`src/rtl/fifo_wr_arbiter.sv`:
```
`default_nettype none
// ============================================================================
// Module   : fifo_wr_arbiter
// Function : Round-robin arbiter sharing the single write port of the 16x8
//            async FIFO between NUM_REQ producers, in the write-clock domain.
//            Grants one requester per burst of up to BURST_LEN words, honours
//            FIFO full back-pressure and rotates priority after each burst.
// Options  : define ARB_PRIO0_EN to give requester 0 absolute priority in IDLE
//            (requesters 1..NUM_REQ-1 still rotate among themselves).
// Revision : 1.0 - initial release
// ============================================================================
module fifo_wr_arbiter #(
    parameter int NUM_REQ   = 4,
    parameter int DATA_W    = 8,
    parameter int BURST_LEN = 4
) (
    input  logic                      w_clk,
    input  logic                      w_rst,
    input  logic [NUM_REQ-1:0]        req,
    input  logic [NUM_REQ*DATA_W-1:0] req_data,
    input  logic [NUM_REQ-1:0]        req_last,
    output logic [NUM_REQ-1:0]        gnt,
    output logic [NUM_REQ-1:0]        accept,
    output logic                      w_en,
    output logic [DATA_W-1:0]         d_in,
    input  logic                      full,
    output logic                      busy
);

    localparam int OW = $clog2(NUM_REQ);
    localparam int CW = $clog2(BURST_LEN) + 1;
    localparam logic [CW-1:0] C_LAST_BEAT = CW'(BURST_LEN - 1);
    localparam logic [OW-1:0] C_LAST_REQ  = OW'(NUM_REQ - 1);

    typedef enum logic [0:0] {
        IDLE  = 1'b0,
        BURST = 1'b1
    } state_t;

    state_t              state_q, state_d;
    logic [NUM_REQ-1:0]  gnt_q, gnt_d;
    logic [OW-1:0]       owner_q, owner_d;
    logic [OW-1:0]       rr_ptr_q, rr_ptr_d;
    logic [CW-1:0]       beat_cnt_q, beat_cnt_d;

    logic                pick_found;
    logic [OW-1:0]       pick_idx;
    logic [OW:0]         cand_sum;
    logic [OW-1:0]       cand;
    logic                req_own;
    logic                last_own;
    logic [DATA_W-1:0]   data_own;
    logic                w_en_int;
    logic                burst_end;

    // Owner selection in IDLE: first requester at or above rr_ptr, wrapping.
    always_comb begin
        pick_found = 1'b0;
        pick_idx   = '0;
        cand_sum   = '0;
        cand       = '0;
`ifdef ARB_PRIO0_EN
        // Requester 0 wins outright; otherwise the rotating search below
        // naturally skips bit 0 because it is clear.
        if (req[0]) begin
            pick_found = 1'b1;
        end
`endif
        for (int k = 0; k < NUM_REQ; k++) begin
            cand_sum = {1'b0, rr_ptr_q} + (OW+1)'(k);
            if (cand_sum >= (OW+1)'(NUM_REQ)) begin
                cand_sum = cand_sum - (OW+1)'(NUM_REQ);
            end
            cand = cand_sum[OW-1:0];
            if (!pick_found && req[cand]) begin
                pick_found = 1'b1;
                pick_idx   = cand;
            end
        end
    end

    // Mux the current owner's request, last flag and data.
    always_comb begin
        req_own  = 1'b0;
        last_own = 1'b0;
        data_own = '0;
        for (int i = 0; i < NUM_REQ; i++) begin
            if (owner_q == OW'(i)) begin
                req_own  = req[i];
                last_own = req_last[i];
                data_own = req_data[i*DATA_W +: DATA_W];
            end
        end
    end

    // Write strobe is gated by reset so no word is written in a reset cycle.
    assign w_en_int  = (state_q == BURST) & req_own & ~full & ~w_rst;
    assign burst_end = (state_q == BURST) &
                       ((w_en_int & ((beat_cnt_q == C_LAST_BEAT) | last_own)) | ~req_own);

    assign w_en   = w_en_int;
    assign d_in   = ((state_q == BURST) && !w_rst) ? data_own : '0;
    assign accept = gnt_q & {NUM_REQ{w_en_int}};
    assign gnt    = gnt_q;
    assign busy   = (state_q == BURST);

    // Next-state logic: grant in IDLE, count beats and release in BURST.
    always_comb begin
        state_d    = state_q;
        gnt_d      = gnt_q;
        owner_d    = owner_q;
        rr_ptr_d   = rr_ptr_q;
        beat_cnt_d = beat_cnt_q;
        case (state_q)
            IDLE: begin
                gnt_d = '0;
                if (pick_found) begin
                    state_d    = BURST;
                    owner_d    = pick_idx;
                    gnt_d      = NUM_REQ'(1) << pick_idx;
                    beat_cnt_d = '0;
                end
            end
            BURST: begin
                if (w_en_int) begin
                    beat_cnt_d = beat_cnt_q + CW'(1);
                end
                if (burst_end) begin
                    state_d = IDLE;
                    gnt_d   = '0;
`ifdef ARB_PRIO0_EN
                    if (owner_q != '0) begin
                        rr_ptr_d = (owner_q == C_LAST_REQ) ? '0 : owner_q + OW'(1);
                    end
`else
                    rr_ptr_d = (owner_q == C_LAST_REQ) ? '0 : owner_q + OW'(1);
`endif
                end
            end
            default: begin
                state_d = IDLE;
                gnt_d   = '0;
            end
        endcase
    end

    // State registers with synchronous active-high reset.
    always_ff @(posedge w_clk) begin
        if (w_rst) begin
            state_q    <= IDLE;
            gnt_q      <= '0;
            owner_q    <= '0;
            rr_ptr_q   <= '0;
            beat_cnt_q <= '0;
        end else begin
            state_q    <= state_d;
            gnt_q      <= gnt_d;
            owner_q    <= owner_d;
            rr_ptr_q   <= rr_ptr_d;
            beat_cnt_q <= beat_cnt_d;
        end
    end

endmodule
`default_nettype wire

```
`config.mk`:
```
export PLATFORM = sky130hd
export DESIGN_NAME = fifo_wr_arbiter
export DESIGN_NICKNAME = d
export VERILOG_FILES = /design/src/rtl/fifo_wr_arbiter.sv
export SDC_FILE = /design/constraint.sdc
export NUM_CORES = 1
export LEC_CHECK = 0
export CELL_PAD_IN_SITES_DETAIL_PLACEMENT = 1
export CELL_PAD_IN_SITES_GLOBAL_PLACEMENT = 1
export CORE_MARGIN = 2
export CORE_UTILIZATION = 27
export DETAILED_ROUTE_END_ITERATION = 16
export PLACE_DENSITY_LB_ADDON = 0.1
export SYNTH_ARGS = -nofsm -noshare
export SYNTH_HDL_FRONTEND = slang
export SYNTH_SLANG_ARGS = --single-unit
export TNS_END_PERCENT = 20
```
`constraint.sdc`:
```
create_clock -name w_clk -period 3.8 [get_ports w_clk]
set_input_delay 0.76 -clock w_clk [delete_from_list [all_inputs] [get_ports w_clk]]
set_output_delay 0.76 -clock w_clk [all_outputs]
set_load 0.01 [all_outputs]
```
# Word level (Yosys, flattened, before mapping)
# Cells that the tools add are included.
[word_totals] word_cells=97 reg_bits=12 romBits=0 memories=0 mem_bits_rw=0 latch_bits=0
[op_classes] reduce_logical=12 muxes=43 bitwise=12 magnitude_cmp=8 eq_ne=7 multipliers=0 div=0 addsub=9 shift=1
[ops] op="$mux W8" n=5
[ops] op="$mux W1" n=18
[ops] op="$mux W2" n=9
[ops] op="$lt A2 B3 Y1 const B" n=4
[ops] op="$ge A3 B3 Y1 const B" n=3
[ops] op="$bmux W1 S2" n=4
[ops] op="$mux W4" n=2
[ops] op="$pmux W4 S2" n=1
[ops] op="$sub A2 B1 Y2 const B" n=4
[ops] op="$add A2 B2 Y3 const B" n=2
[ops] op="$mux W3" n=2
[ops] op="$pmux W3 S2" n=1
[ops] op="$reduce_and A2 Y1" n=3
[ops] op="$and A1 B1 Y1" n=5
[ops] op="$and A4 B4 Y4" n=1
[ops] op="$eq A2 B2 Y1 const B" n=2
[ops] op="$logic_and A1 B1 Y1" n=4
[ops] op="$logic_not A1 Y1" n=4
[ops] op="$ne A2 B1 Y1 const B" n=2
[ops] op="$not A1 Y1" n=4
[ops] op="$shl A1 B2 Y4 const A" n=1
[ops] op="$add A2 B1 Y3 const B" n=1
[ops] op="$add A3 B1 Y3 const B" n=1
[ops] op="$eq A3 B2 Y1 const B" n=1
[ops] op="7 further kinds" n=8

# Longest topological paths before layout
# Gate-level depths: netlist of the first run.
[depth] depth_word=17 mapped_depth=9

# Least setup slack after synthesis of the first run
# OpenSTA, ideal clock, no wires.
[synth_timing] path_kind="input-to-output" start="input full" end="output accept[0]" t_required_ns=3.040 stages=3 path_buffers=0 arrival_ns=1.828 slack_ns=1.212 path_cell_list="or3b_1 > nor2_1 > and2_1"
[synth_between] elab_chain_cells=4
[synth_lines] element="start, declared" line="26" text="input logic full,"
[synth_lines] element="$not A1 Y1" line="97" text="assign w_en_int = (state_q == BURST) & req_own & ~full & ~w_rst;"
[synth_lines] element="$and A1 B1 Y1 (2 in series)" line="97"
[synth_lines] element="named net w_en" line="24" text="output logic w_en,"
[synth_lines] element="$and A4 B4 Y4" line="103" text="assign accept = gnt_q & {NUM_REQ{w_en_int}};"
[synth_lines] element="end, declared" line="23" text="output logic [NUM_REQ-1:0] accept,"
# The timed path passes the listed nets, and every way through them passes these cells.

# Final worst setup path of the first run
[layout_timing] start="input req[1]" end="output w_en"
[layout_between] elab_chain_cells=6
[layout_lines] element="start, declared" line="19" text="input logic [NUM_REQ-1:0] req,"
[layout_lines] element="$mux W1 (3 in series)" line="88" text="if (owner_q == OW'(i)) begin"
[layout_lines] element="$and A1 B1 Y1 (3 in series)" line="97"
[layout_lines] element="end, declared" line="24"
# Every way passes these cells.

==> reports/qor.csv, run 1 <==
stage,metric,value,unit
outcome,status,"complete, no violations",
setup_path,r2r_end,beat_cnt_q[2],
synth,synth.avg_cell_area,7.13,µm²
timing,slew_viol_final,0,
synth,synth_cell_types,34,
timing,setup_ws,0.216,ns
setup_path,r2r.worst_path.cells,8,
synth,synthesis.area,1070,µm²
clocking,cts.hold.buffers_added,0,
layout,fill_cells,472,
timing,fin_setup_tns,0,ns
power,peakVddDrop,0.197,mV
timing,period_share,0.943,
setup_path,critPathKind,in -> out,
grt,grt_pass1_vias,1325,
grt,grt_pass1_wl,6.12,mm
synth,syn_nets,199,
power,power.density,263,nW/µm²
setup_path,worst-path-buf-inv,3,
power,p_leak,0.652,nW
layout,final_cells,258,
floorplanning,die_w,66.9,µm
timing,setup_violations,0,
clocking,htree_num_levels,1,
route,postRouteWirelength,3.79,mm
clocking,worstSkewPairLatency,0.23,ns
route,wire_per_inst,14.7,µm
route,drtIter0Drc,50,
floorplanning,core_area,3740,µm²
timing,tightest_slew,0.645,ns
synth,synth_area_leaders,"dfxtp_1 (22%), a21oi_1 (11%), ha_1 (7.0%), nand2_1 (7.0%), nand3b_1 (7.0%)",
timing,rsz0062_at_grt,no,
timing,hold_violations,0,
setup_path,cp.arrival,2.82,ns
worst_hold_path,whs_path_depth,2,
setup_path,critPathSlowestCell,clkdlybuf4s50_1,
clocking,root_buffer,clkbuf_8,
timing,fmax,279,MHz
synth,yosysWarnings,0,
placement,hpwl,3.05,mm
clocking,postCtsResizedCells,0,
setup_path,path_cells,"clkdlybuf4s50_1, a211oi_1, a211o_1, nor2_1, buf_4, clkdlybuf4s50_1",
timing,whs,0.495,ns
route,drc,0,
route,ant_nets,0,
setup_path,cp_common_cell,clkdlybuf4s50_1,
grt,grt_max_degree,21,
grt,overflow,0,
setup_path,cp-start-kind,primary input,
setup_path,cpPeakStageDelay,0.58,ns
clocking,cts_tree,built,
route,drt_pass1_iterations,3,
grt,antenna_found_initial,0,
clocking,cts.sinks,12,
synth,synthCells,150,
worst_hold_path,hp-class,reg -> reg,
floorplanning,io_pins,61,
synth,synth_top_cell_by_area,dfxtp_1,
setup_path,r2r_start,owner_q[1],
clocking,clk_path_buf_depth,2,
synth,seq_area_frac_synth,0.225,
layout,final_common_cell,clkdlybuf4s50_1,
timing,fin_worst_skew,0.000446,ns
floorplanning,dieHeight,66.9,µm
grt,track_usage,0.176,
clocking,post_cts_buffers,0,
layout,drive_gt1_frac,0.0619,
clocking,clk_pin_slew_worst_paths,0.05,ns
run,max-cap-violations,0,
route,route.vias.total,1295,
layout,layout_common_cells,"clkdlybuf4s50_1 (60), a21oi_1 (23), nand2_1 (20)",
setup_path,cp_top_family,buffers and inverters,
timing,period_minus_slack,3.58,ns
placement,place_ws,0.172,ns
layout,antennaDiodeCount,0,
placement,port_buffers,60,
setup_path,worst_setup_path_end_kind,output pin,
floorplanning,start_util,0.286,
worst_hold_path,hp-start,rr_ptr_q[0],
layout,nets,260,
setup_path,r2r_setup_slack,1.36,ns
worst_hold_path,hold_end,rr_ptr_q[0],
layout,utilization,0.476,
floorplanning,dieArea,4480,µm²
placement,dp_cells,254,
route,post_drt_via_cell_ratio,5.02,
setup_path,cp_max_fo,6,
synth,synth_seq_cells,12,
clocking,cts_buffers,3,
synth,synth_top_area_share,0.225,
timing,relSlewSlack,0.559,
placement,place_congestion,0.856,
setup_path,required,3.04,ns
floorplanning,num_rows,22,
layout,syn_to_final_growth,66.5,%
[how the worst max path moves through the flow]
| stage | start | endpoint | cells past startpoint |
|---|---|---|---|
| 2_1_floorplan | full | accept[0] | 3 |
| 3_3_place_gp | req[1] | w_en | 6 |
| 3_5_place_dp | req[1] | w_en | 6 |
| 4_1_cts | req[1] | w_en | 6 |
| 5_1_grt | req[1] | w_en | 6 |
| 6_report | req[1] | w_en | 6 |
[report_power, final]
part,switching [mW],internal [mW]
sequential,0.00905,0.134
clock,0.0442,0.0913
combinational,0.0852,0.105
total,0.138,0.331
[area by class of cell]
class / instances / area [µm²] / area share
well taps: 48 / 60.1 / 0.0337
multi-input cells: 123 / 769 / 0.432
clock buffers: 4 / 55.1 / 0.0309
repair buffers: 64 / 631 / 0.354
flip-flops and latches: 12 / 240 / 0.135
inverters: 7 / 26.3 / 0.0147
[through the flow]
stage / cell area, µm² / power [mW]
final: 1780 / 0.469
after CTS: 1780 / 0.475
after global routing: 1780 / 0.503
after detailed placement: 1730 / 0.338
after floorplan: 1070 / 0.243
after global placement: 1730 / 0.332
[sequential cells by signal, summed over array words and instances, names as in the netlist]
signal and cells:
gnt 4, busy 1, owner_q 2, beat_cnt_q 3, rr_ptr_q 2
[worst min-delay path, delay by kind of cell, from the launching register on]
family	cells	cell delay, ns
simple gates	1	0.06
compound gates	1	0.05
flops	1	0.33
[synth_stat cells]
library cell and number:
a31o_2 1, a211oi_1 1, or4_1 1, a2111oi_0 1, nor3_1 1, dfxtp_1 12
buf_2 3, o21a_1 3, o31ai_1 1, a22oi_1 4, mux2i_1 2, mux2_2 2
a211o_1 1, and2_1 4, o221a_2 1, a21o_1 1, nand3b_1 10, buf_1 2
clkbuf_1 3, inv_1 7, a21oi_1 23, nand2_1 20, o21bai_1 1, nor2b_1 11
nand2b_1 1, a2111oi_4 1, nor2_1 12, o21ai_0 9, nor4_1 1, ha_1 6
nor3b_1 1, or3_1 1, or3b_1 1, o211ai_1 1
[per-layer routing]
| layer | track usage | routed length (µm) |
|---|---|---|
| met1 | 0.217 | 1610 |
| met2 | 0.315 | 1850 |
| met3 | 0.0236 | 294 |
| met4 | 0.0510 | 33 |
| met5 | 0 | 0 |
[logic make-up after synthesis]
group           after synthesis  share of synthesized area
buf+inv                      15                     0.0561
simple gates                 64                      0.315
compound gates               49                      0.295
mux                           4                     0.0398
flops                        12                      0.225
fa+ha+maj                     6                     0.0702
(Power assumes the default switching activity.)
==> run 2: changes to the inputs <==
Settings changed: CORE_ASPECT_RATIO from default to 1.75, SLEW_MARGIN from default to 20.
==> reports/qor.csv, run 2 (synthesis gave the netlist of run 1 again) <==
stage,metric,value,unit
timing,period_share,0.960,
worst_hold_path,whs_path_depth,2,
power,finalPower,479,µW
grt,grt_max_degree,21,
timing,relSlewSlack,0.499,
setup_path,worst_setup_path_end_kind,output pin,
setup_path,cp-start-kind,primary input,
grt,overflow,0,
setup_path,cp_top_family,buffers and inverters,
grt,antenna_found_initial,0,
setup_path,r2r_start,owner_q[0],
timing,tightest_slew,0.745,ns
placement,hpwl,3.33,mm
floorplanning,num_rows,30,
clocking,cts.hold.buffers_added,0,
placement,port_buffers,60,
grt,grt_pass1_vias,1338,
run,max-cap-violations,0,
floorplanning,dieHeight,87.3,µm
setup_path,r2r.worst_path.cells,7,
placement,dp_cells,254,
power,p_seq_frac,0.298,
floorplanning,die_w,51.6,µm
layout,drive_gt1_frac,0.0667,
layout,syn_to_final_growth,66.8,%
timing,period_minus_slack,3.65,ns
floorplanning,start_util,0.279,
power,power.switching,148,µW
layout,final_cells,258,
clocking,post_cts_buffers,0,
power,pwr-share-comb,0.408,
route,wire_per_inst,15.8,µm
worst_hold_path,hp-class,reg -> reg,
setup_path,cpPeakStageDelay,0.57,ns
floorplanning,core_area,3830,µm²
setup_path,required,3.04,ns
clocking,worstSkewPairLatency,0.24,ns
power,internal-power,331,µW
setup_path,cp.arrival,2.89,ns
timing,fin_setup_tns,0,ns
placement,place_congestion,0.948,
timing,slew_viol_final,0,
clocking,cts_buffers,3,
layout,antennaDiodeCount,0,
power,p_clk_frac,0.294,
layout,layout_common_cells,"clkdlybuf4s50_1 (60), a21oi_1 (23), nand2_1 (20)",
setup_path,cp_common_cell,clkdlybuf4s50_1,
route,post_drt_via_cell_ratio,4.99,
layout,final_common_cell,clkdlybuf4s50_1,
layout,fill_cells,477,
clocking,root_buffer,clkbuf_8,
timing,hold_violations,0,
layout,nets,260,
clocking,cts_tree,built,
clocking,clk_pin_slew_worst_paths,0.05,ns
timing,fmax,274,MHz
worst_hold_path,hp-start,rr_ptr_q[0],
route,drc,0,
power,p_leak,0.651,nW
layout,utilization,0.466,
floorplanning,io_pins,61,
setup_path,cp_max_fo,6,
setup_path,r2r_end,gnt[0],
setup_path,critPathKind,in -> out,
layout,multi_input_area,772,µm²
route,drt_pass1_iterations,4,
setup_path,cp.depth,6,
power,sw_frac_of_total,0.309,
setup_path,path_cells,"clkdlybuf4s50_1, a211oi_1, a211o_1, nor2_1, and2_1, clkdlybuf4s50_1",
floorplanning,dieArea,4500,µm²
setup_path,critPathSlowestCell,clkdlybuf4s50_1,
setup_path,r2r_setup_slack,1.41,ns
timing,setup_violations,0,
route,ant_nets,0,
route,drtIter0Drc,11,
layout,largest_reg_flops,4,
clocking,clk_path_buf_depth,2,
grt,track_usage,0.187,
power,power.density,268,nW/µm²
clocking,htree_num_levels,1,
worst_hold_path,hold_end,rr_ptr_q[0],
power,peakVddDrop,0.264,mV
layout,seq_area,240,µm²
timing,fin_worst_skew,0.000687,ns
grt,grt_pass1_wl,6.31,mm
timing,rsz0062_at_grt,no,
outcome,status,"complete, no violations",
route,postRouteWirelength,4.07,mm
route,route.vias.total,1287,
setup_path,worst-path-buf-inv,2,
clocking,cts.sinks,12,
[run 2: timing repair]
action	CTS	global route
gates resized for setup	0	1
hold endpoints to repair	0	0
endpoints found under the setup margin	0	1
[run 2: power by group through the flow]
stage	Clock, mW	Combinational, mW	Sequential [mW]
after floorplan	0	0.0982	0.145
after global placement	0	0.190	0.145
after global routing	0.150	0.214	0.144
final	0.141	0.195	0.143
after detailed placement	0	0.197	0.145
after CTS	0.145	0.199	0.143
[run 2: routing by layer]
metal	share of wire	global-route usage
met5	0	0
met4	0.011	0.0502
met3	0.048	0.0189
met2	0.57	0.388
met1	0.37	0.183
[run 2: metrics by stage]
| step | hold slack [ns] | cell area (µm²) | setup WS, ns |
|---|---|---|---|
| 6_report | 0.510 | 1780 | 0.153 |
| 5_1_grt | 0.525 | 1780 | 0.0115 |
| 3_5_place_dp | 0.493 | 1730 | 0.147 |
| 2_1_floorplan | 0.459 | 1070 | 1.21 |
| 4_1_cts | 0.505 | 1780 | 0.132 |
| 3_3_place_gp | 0.487 | 1730 | 0.245 |
[run 2: worst register-to-register path, cell delays in order (launching register included)]
cell,delay (ns)
dfxtp_1,0.34
inv_1,0.10
ha_1,0.39
nand3b_1,0.15
a211o_1,0.34
nor4_1,0.67
a22oi_1,0.21
nor2_1,0.13
[run 2: layout make-up]
cell class / instances / area share
well taps: 48 / 0.0337
multi-input cells: 123 / 0.433
inverters: 7 / 0.0147
clock buffers: 4 / 0.0309
flip-flops and latches: 12 / 0.135
repair buffers: 64 / 0.353
[run 2: worst max path at each step]
stage | startpoint | endpoint | slack, ns
2_1_floorplan | full | accept[0] | 1.21
3_3_place_gp | req[1] | accept[3] | 0.24
3_5_place_dp | req[1] | accept[2] | 0.15
4_1_cts | req[1] | accept[2] | 0.13
5_1_grt | req[1] | accept[2] | 0.01
6_report | req[1] | accept[2] | 0.15
==> run 3: changes to the inputs <==
Settings changed: GPL_TIMING_DRIVEN from default to 1.
==> results of run 3 <==
No change in the layout: final DEF, timing and power equal those of run 2.
